<file path="src/rtl/ika87ad_pkg.sv">
// ika87ad interrupt arbiter shared definitions.
// Source codes, group vectors and FSM/ack-mode enums.
package ika87ad_pkg;

  localparam logic [4:0] IRQ_NMI  = 5'd0;
  localparam logic [4:0] IRQ_T0   = 5'd1;
  localparam logic [4:0] IRQ_T1   = 5'd2;
  localparam logic [4:0] IRQ_INT1 = 5'd3;
  localparam logic [4:0] IRQ_INT2 = 5'd4;
  localparam logic [4:0] IRQ_E0   = 5'd5;
  localparam logic [4:0] IRQ_E1   = 5'd6;
  localparam logic [4:0] IRQ_EIN  = 5'd7;
  localparam logic [4:0] IRQ_AD   = 5'd8;
  localparam logic [4:0] IRQ_SR   = 5'd9;
  localparam logic [4:0] IRQ_ST   = 5'd10;

  localparam logic [15:0] VEC_NMI = 16'h0004;
  localparam logic [15:0] VEC_TMR = 16'h0008;
  localparam logic [15:0] VEC_INT = 16'h0010;
  localparam logic [15:0] VEC_CNT = 16'h0018;
  localparam logic [15:0] VEC_EAD = 16'h0020;
  localparam logic [15:0] VEC_SER = 16'h0028;

  typedef enum logic [1:0] {
    ST_IDLE,
    ST_REQ,
    ST_ACK,
    ST_WAIT
  } irq_state_e;

  typedef enum logic [1:0] {
    MODE_AUTO,
    MODE_MANUAL,
    MODE_SOFT
  } ack_mode_e;

endpackage

</file>
<file path="src/rtl/ika87ad_irq_prienc.sv">
// ika87ad fixed-priority interrupt encoder.
// Returns pending, source code, group vector and group multi flag.
module ika87ad_irq_prienc
  import ika87ad_pkg::*;
(
  input  logic [10:0] flag_i,
  input  logic [10:0] mask_i,
  input  logic        ie_i,
  output logic        pend_o,
  output logic [4:0]  code_o,
  output logic [15:0] vec_o,
  output logic        multi_o
);

  logic [10:0] act;
  logic [4:0]  grp_m;
  logic        unused_mask0;

  assign act = {flag_i[10:1] & ~mask_i[10:1] & {10{ie_i}},
                flag_i[0]};
  assign grp_m = {~mask_i[9] & ~mask_i[10],
                  ~mask_i[7] & ~mask_i[8],
                  ~mask_i[5] & ~mask_i[6],
                  ~mask_i[3] & ~mask_i[4],
                  ~mask_i[1] & ~mask_i[2]};
  assign unused_mask0 = mask_i[0];
  assign pend_o = |act;

  // lowest active index wins; pairs share a vector
  always_comb begin
    code_o  = IRQ_NMI;
    vec_o   = 16'h0000;
    multi_o = 1'b0;
    priority case (1'b1)
      act[0]:  begin code_o = IRQ_NMI;  vec_o = VEC_NMI; end
      act[1]:  begin code_o = IRQ_T0;   vec_o = VEC_TMR; multi_o = grp_m[0]; end
      act[2]:  begin code_o = IRQ_T1;   vec_o = VEC_TMR; multi_o = grp_m[0]; end
      act[3]:  begin code_o = IRQ_INT1; vec_o = VEC_INT; multi_o = grp_m[1]; end
      act[4]:  begin code_o = IRQ_INT2; vec_o = VEC_INT; multi_o = grp_m[1]; end
      act[5]:  begin code_o = IRQ_E0;   vec_o = VEC_CNT; multi_o = grp_m[2]; end
      act[6]:  begin code_o = IRQ_E1;   vec_o = VEC_CNT; multi_o = grp_m[2]; end
      act[7]:  begin code_o = IRQ_EIN;  vec_o = VEC_EAD; multi_o = grp_m[3]; end
      act[8]:  begin code_o = IRQ_AD;   vec_o = VEC_EAD; multi_o = grp_m[3]; end
      act[9]:  begin code_o = IRQ_SR;   vec_o = VEC_SER; multi_o = grp_m[4]; end
      act[10]: begin code_o = IRQ_ST;   vec_o = VEC_SER; multi_o = grp_m[4]; end
      default: begin code_o = IRQ_NMI;  vec_o = 16'h0000; multi_o = 1'b0; end
    endcase
  end

endmodule

</file>
<file path="src/rtl/ika87ad_irq_arbiter.sv">
// ika87ad interrupt arbiter: request FSM, ack strobes, SKIT queue.
// Optional software interrupt enabled by IKA87AD_SOFTI_EN.
module ika87ad_irq_arbiter
  import ika87ad_pkg::*;
#(
  parameter logic [15:0] SOFTI_VECTOR = 16'h0060
) (
  input  logic        i_EMUCLK,
  input  logic        i_MRST,
  input  logic        i_RSTTICK,
  input  logic [10:0] i_IFLAG,
  input  logic [10:0] i_MASK,
  input  logic        i_IE,
  input  logic        i_IRQ_ACK,
  input  logic        i_SKIT,
  input  logic [4:0]  i_SKIT_CODE,
  input  logic        i_SOFTI,
  output logic        o_IRQ_REQ,
  output logic [15:0] o_IRQ_VECTOR,
  output logic [4:0]  o_ACK_CODE,
  output logic        o_AUTO_ACK,
  output logic        o_MANUAL_ACK,
  output logic        o_MULTI_IRQ_ENABLED
);

  irq_state_e  state_q, state_d;
  ack_mode_e   mode_q, mode_d;
  logic        req_q, req_d;
  logic [15:0] vec_q, vec_d;
  logic [4:0]  code_q, code_d;
  logic        rmul_q, rmul_d;
  logic        auto_q, auto_d;
  logic        man_q, man_d;
  logic        mul_q, mul_d;
  logic        skv_q, skv_d;
  logic [4:0]  skc_q, skc_d;

  logic        p_pend, p_multi;
  logic [4:0]  p_code;
  logic [15:0] p_vec;
  logic        r_pend, r_multi, r_soft;
  logic [4:0]  r_code;
  logic [15:0] r_vec;

  ika87ad_irq_prienc u_prienc (
    .flag_i  (i_IFLAG),
    .mask_i  (i_MASK),
    .ie_i    (i_IE),
    .pend_o  (p_pend),
    .code_o  (p_code),
    .vec_o   (p_vec),
    .multi_o (p_multi)
  );

`ifdef IKA87AD_SOFTI_EN
  logic soft_q, soft_d;

  assign r_soft  = i_SOFTI | soft_q;
  assign soft_d  = i_SOFTI | (soft_q & ~(state_q == ST_REQ
                   & i_IRQ_ACK & mode_q == MODE_SOFT));

  // software request stays latched until acknowledged
  always_ff @(posedge i_EMUCLK) begin
    if (i_MRST) soft_q <= 1'b0;
    else        soft_q <= soft_d;
  end
`else
  logic unused_softi;

  assign r_soft       = 1'b0;
  assign unused_softi = i_SOFTI;
`endif

  assign r_pend  = r_soft | p_pend;
  assign r_code  = r_soft ? IRQ_NMI : p_code;
  assign r_vec   = r_soft ? SOFTI_VECTOR : p_vec;
  assign r_multi = r_soft ? 1'b0 : p_multi;

  // state and output registers
  always_ff @(posedge i_EMUCLK) begin
    if (i_MRST) begin
      state_q <= ST_IDLE;
      mode_q  <= MODE_AUTO;
      req_q   <= 1'b0;
      vec_q   <= 16'h0000;
      code_q  <= 5'd0;
      rmul_q  <= 1'b0;
      auto_q  <= 1'b0;
      man_q   <= 1'b0;
      mul_q   <= 1'b0;
      skv_q   <= 1'b0;
      skc_q   <= 5'd0;
    end else begin
      state_q <= state_d;
      mode_q  <= mode_d;
      req_q   <= req_d;
      vec_q   <= vec_d;
      code_q  <= code_d;
      rmul_q  <= rmul_d;
      auto_q  <= auto_d;
      man_q   <= man_d;
      mul_q   <= mul_d;
      skv_q   <= skv_d;
      skc_q   <= skc_d;
    end
  end

  // next-state, request resolution, ack strobes and SKIT queue
  always_comb begin
    state_d = state_q;
    mode_d  = mode_q;
    req_d   = req_q;
    vec_d   = vec_q;
    code_d  = code_q;
    rmul_d  = rmul_q;
    auto_d  = auto_q;
    man_d   = man_q;
    mul_d   = mul_q;
    skv_d   = skv_q;
    skc_d   = skc_q;
    unique case (state_q)
      ST_IDLE: begin
        if (r_pend) begin
          state_d = ST_REQ;
          req_d   = 1'b1;
          vec_d   = r_vec;
          code_d  = r_code;
          rmul_d  = r_multi;
          mode_d  = r_soft ? MODE_SOFT : MODE_AUTO;
        end else if (skv_q) begin
          state_d = ST_ACK;
          mode_d  = MODE_MANUAL;
          man_d   = 1'b1;
          code_d  = skc_q;
          skv_d   = 1'b0;
        end
      end
      ST_REQ: begin
        if (i_IRQ_ACK) begin
          state_d = ST_ACK;
          req_d   = 1'b0;
          if (mode_q != MODE_SOFT) begin
            auto_d = ~rmul_q;
            mul_d  = rmul_q;
          end
        end else if (skv_q) begin
          state_d = ST_ACK;
          req_d   = 1'b0;
          mode_d  = MODE_MANUAL;
          man_d   = 1'b1;
          code_d  = skc_q;
          skv_d   = 1'b0;
        end else if (!r_pend) begin
          state_d = ST_IDLE;
          req_d   = 1'b0;
          code_d  = 5'd0;
        end else begin
          vec_d  = r_vec;
          code_d = r_code;
          rmul_d = r_multi;
          mode_d = r_soft ? MODE_SOFT : MODE_AUTO;
        end
      end
      ST_ACK: begin
        if (i_RSTTICK) begin
          state_d = ST_WAIT;
          auto_d  = 1'b0;
          man_d   = 1'b0;
          mul_d   = 1'b0;
          code_d  = 5'd0;
        end
      end
      ST_WAIT: begin
        state_d = ST_IDLE;
      end
      default: begin
        state_d = ST_IDLE;
      end
    endcase
    if (i_SKIT) begin
      skv_d = 1'b1;
      skc_d = i_SKIT_CODE;
    end
  end

  assign o_IRQ_REQ           = req_q;
  assign o_IRQ_VECTOR        = vec_q;
  assign o_ACK_CODE          = code_q;
  assign o_AUTO_ACK          = auto_q;
  assign o_MANUAL_ACK        = man_q;
  assign o_MULTI_IRQ_ENABLED = mul_q;

endmodule

</file>
<file path="config.mk">
export PLATFORM = sky130hd
export DESIGN_NAME = ika87ad_irq_arbiter
export DESIGN_NICKNAME = d
export VERILOG_FILES = /design/src/rtl/ika87ad_pkg.sv /design/src/rtl/ika87ad_irq_prienc.sv /design/src/rtl/ika87ad_irq_arbiter.sv
export SDC_FILE = /design/constraint.sdc
export NUM_CORES = 1
export LEC_CHECK = 0
export ABC_AREA = 1
export CAP_MARGIN = 15
export CELL_PAD_IN_SITES_DETAIL_PLACEMENT = 0
export CELL_PAD_IN_SITES_GLOBAL_PLACEMENT = 1
export CORE_ASPECT_RATIO = 0.5
export CORE_MARGIN = 8
export CORE_UTILIZATION = 31
export CTS_CLUSTER_SIZE = 20
export DETAILED_ROUTE_END_ITERATION = 10
export HOLD_SLACK_MARGIN = 0.06
export PLACE_DENSITY_LB_ADDON = 0.12
export SLEW_MARGIN = 20
export SYNTH_ARGS = -nofsm -noshare
export SYNTH_HDL_FRONTEND = slang
export SYNTH_SLANG_ARGS = --single-unit
</file>
<file path="constraint.sdc">
create_clock -name i_EMUCLK -period 2.15 [get_ports i_EMUCLK]
set_input_delay 0.3225 -clock i_EMUCLK [delete_from_list [all_inputs] [get_ports i_EMUCLK]]
set_output_delay 0.3225 -clock i_EMUCLK [all_outputs]
set_load 0.005 [all_outputs]
</file>
==> reports/metrics.csv <==
metric,value,unit
clock_sink_count,22,
p_clk_share,15.1,%
p_comb_share,56.0,%
cts_inserted_buffers,3,
ys_ff_latch,22,
finalPower,2.031,mW
mean_cell_area_of_the_mapped_netlist,6.972,sq um
postCtsHoldBufs,0,
average_wire_per_cell_in_the_routed_design,11.85,um
arrival,2.06,ns
initial_cell_density_of_the_core,32.76,%
yosysWarnings,0,
grt_pass1_wl,7521,um
vias,1584,
chipHeight,67.52,um
finalMaxSlewViolations,0,
clock_latency_reported_for_the_late_side_of_the_worst_skew_pair,0.27,ns
synth.top_cell.area_share,26.77,%
num-nets-final,331,
finalWeightedCongestion,0.7317,
cts.root.buffer_cell,sky130_fd_sc_hd__clkbuf_8,
vdd_drop_max,0.3608,mV
fin_util,45.12,%
crit_path_start_kind,input pin,
end_kind,register,
synth_area,1645,sq um
core_box_area,5022,sq um
period_share,87.74,%
finClkSkew,0.006210,ns
finalHoldViolCount,0,
cts_tree,done,
design_area,2266,sq um
htree_levels,1,
switching_share,40.53,%
clk_path_buf_depth,2,
boundaryPins,59,
cell_chain_critical_path,clkdlybuf4s50_1 > buf_12 > nand3_1 > nand2_1 > nor2_4 > nand3_4 > nor2_1 > nor2_2 > nor2_1 > nor2_1 > nand3_1 > nand2_1 > inv_1,
grt_pass1_vias,1659,
cpMaxStageDelayCell,sky130_fd_sc_hd__clkdlybuf4s50_1,
path_depth,13,
ff_latch_area,440.4,sq um
drc,0,
detailed_router_iteration_count_before_antenna_repair,6,
power.switching,0.8232,mW
cp.required,2.32,ns
placed_cell_area,2211,sq um
status,finished clean,
number_of_synthesized_flops_with_an_enable_pin,0,
multi_input_comb_area,1013,sq um
postSynthCellCount,236,
setup_viol_count_final,0,
path_delay_family,simple AND/OR/NAND/NOR gates,
clkTransAtPathRegs,0.08,ns
worst-setup-path-type,input pin to register,
grt_start_max_net_pins,15,
dominantRegCellSynth,sky130_fd_sc_hd__dfxtp_1,
grt_overflow_total,0,
static-leakage-power,1.022,nW
synthArstFlopShare,0,%
antenna_cells_inserted,0,
die_w,119.0,um
grt_usage,11.24,%
hold-path-cell-count,2,
synth.top_cells.by_count,"sky130_fd_sc_hd__nand2_1 (45), sky130_fd_sc_hd__inv_1 (29), sky130_fd_sc_hd__nor2_1 (28)",
library_cell_with_the_highest_instance_count_after_synthesis,sky130_fd_sc_hd__nand2_1,
die_area,8036,sq um
timing.hold.worst.start,skc_q[3],
worstPathBufferInverterCount,3,
internal_power,1.208,mW
sequentialPowerShare,28.9,%
yosys.cell_types.count,37,
timing.final.crit_period,1.886,ns
max_cap_viol_count,0,
placement_rows,18,
areaGrowthSynthToFinish,37.72,%
worst_r2r_path_depth,11,
place_hpwl,3631,um
antenna_found_initial,0,
min-delay-path-class,register to register,
vias_per_cell,4.376,
postRouteAntennaNets,0,
cts_setup_buffers,0,
synth_sequential_area_ratio,26.77,%
hold_end,skc_q[3],
path_common_cell,sky130_fd_sc_hd__nor2_1,
drive_gt1_share,17.47,%
timing.critical_path.fanout_max,14,
post_cts_resized,0,
critical-path-max-stage-delay,0.50,ns
detailed_route_wl,4288,um
io_buffers,44,
num-fill-cells,516,
synth_largest_area_cell,sky130_fd_sc_hd__dfxtp_1,
drt_first_iter_violations,75,
grt_setup_unrepaired,no,
crit-reg2reg-launch,state_q[0],
cell_types_occupying_the_most_area_after_synthesis,"sky130_fd_sc_hd__dfxtp_1 (27%), sky130_fd_sc_hd__nand2_1 (10%), sky130_fd_sc_hd__inv_1 (6.6%)",
power_density,896.4,nW/um^2
worst_r2r_endpoint,o_ACK_CODE[0],
worst-r2r-setup-slack,0.37,ns
fmax,530.1,MHz
[state kept, by name (all words and copies together), names as in the netlist, 2 cells and up]
signal / flops
o_ACK_CODE: 5
o_IRQ_VECTOR: 4
skc_q: 5
state_q: 2
[worst max path at each step]
stage,slack (ns),start,endpoint
3_5_place_dp,-0.03,i_IE,o_ACK_CODE[1]
4_1_cts,0.24,i_IE,o_ACK_CODE[1]
2_1_floorplan,0.56,state_q[0],o_ACK_CODE[1]
5_1_grt,0.07,i_IE,o_ACK_CODE[0]
3_3_place_gp,-0.02,i_IE,o_ACK_CODE[0]
6_report,0.26,i_IE,o_ACK_CODE[0]
[tightest hold or removal path, cell delays in order, from the launching register on]
cell and delay, ns:
sky130_fd_sc_hd__dfxtp_1 0.30, sky130_fd_sc_hd__inv_1 0.06, sky130_fd_sc_hd__a21oi_1 0.05
[layout make-up]
type	count	area share, %
multi-input combinational	178	44.73
inverter	31	5.246
timing repair buffer	57	24.30
clock buffer	4	2.430
sequential	22	19.44
tap	70	3.865
[power groups by stage]
| stage | clock network, mW | logic (mW) | registers (mW) |
|---|---|---|---|
| after floorplan | 0 | 0.714 | 0.595 |
| after global placement | 0 | 1.14 | 0.591 |
| after detailed placement | 0 | 1.14 | 0.597 |
| after CTS | 0.322 | 1.15 | 0.588 |
| after global routing | 0.336 | 1.29 | 0.603 |
| final | 0.307 | 1.14 | 0.586 |
[through the flow]
stage	worst slack [ns]	setup TNS [ns]	cells	hold WS (ns)
finish	0.2637	0	362	0.4550
CTS	0.2431	0	362	0.4590
global placement	-0.02424	-0.05475	358	0.4418
detailed placement	-0.03452	-0.06458	358	0.4459
global route	0.06672	0	362	0.4890
floorplan	0.5576	0	247	0.4295
[cells in the final DEF, fill, tap and decap left out, drive strengths merged]
master | netlist | layout
a31oi | 1 | 1
a22oi | 1 | 1
nand3b | 3 | 3
a211oi | 2 | 2
nor2 | 39 | 39
inv | 31 | 31
conb | 1 | 12
nand3 | 16 | 16
o211ai | 1 | 1
o31ai | 1 | 1
clkdlybuf4s50 | 0 | 44
and2 | 2 | 2
nor3 | 6 | 6
clkbuf | 2 | 4
a21oi | 18 | 18
nand2 | 53 | 53
nand4 | 1 | 1
o211a | 1 | 1
nor3b | 1 | 1
buf | 14 | 13
o21ai | 15 | 15
ha | 4 | 4
or2 | 1 | 1
dfxtp | 22 | 22
[routing by layer]
metal / routed length (um) / share of wire, % / GRT usage (%)
met1: 2214 / 52 / 14.67
met2: 1762 / 41 / 18.00
met3: 283 / 6.6 / 3.577
met4: 27 / 0.63 / 2.340
met5: 0 / 0 / 0
[cells by family after synthesis]
logic type	synth area share [%]
compound gates	14.07
simple gates	41.75
other cells	0.2279
fa+ha+maj	3.042
buf+inv	14.14
flops	26.77
Note: power is estimated with default switching activity, not from simulation.
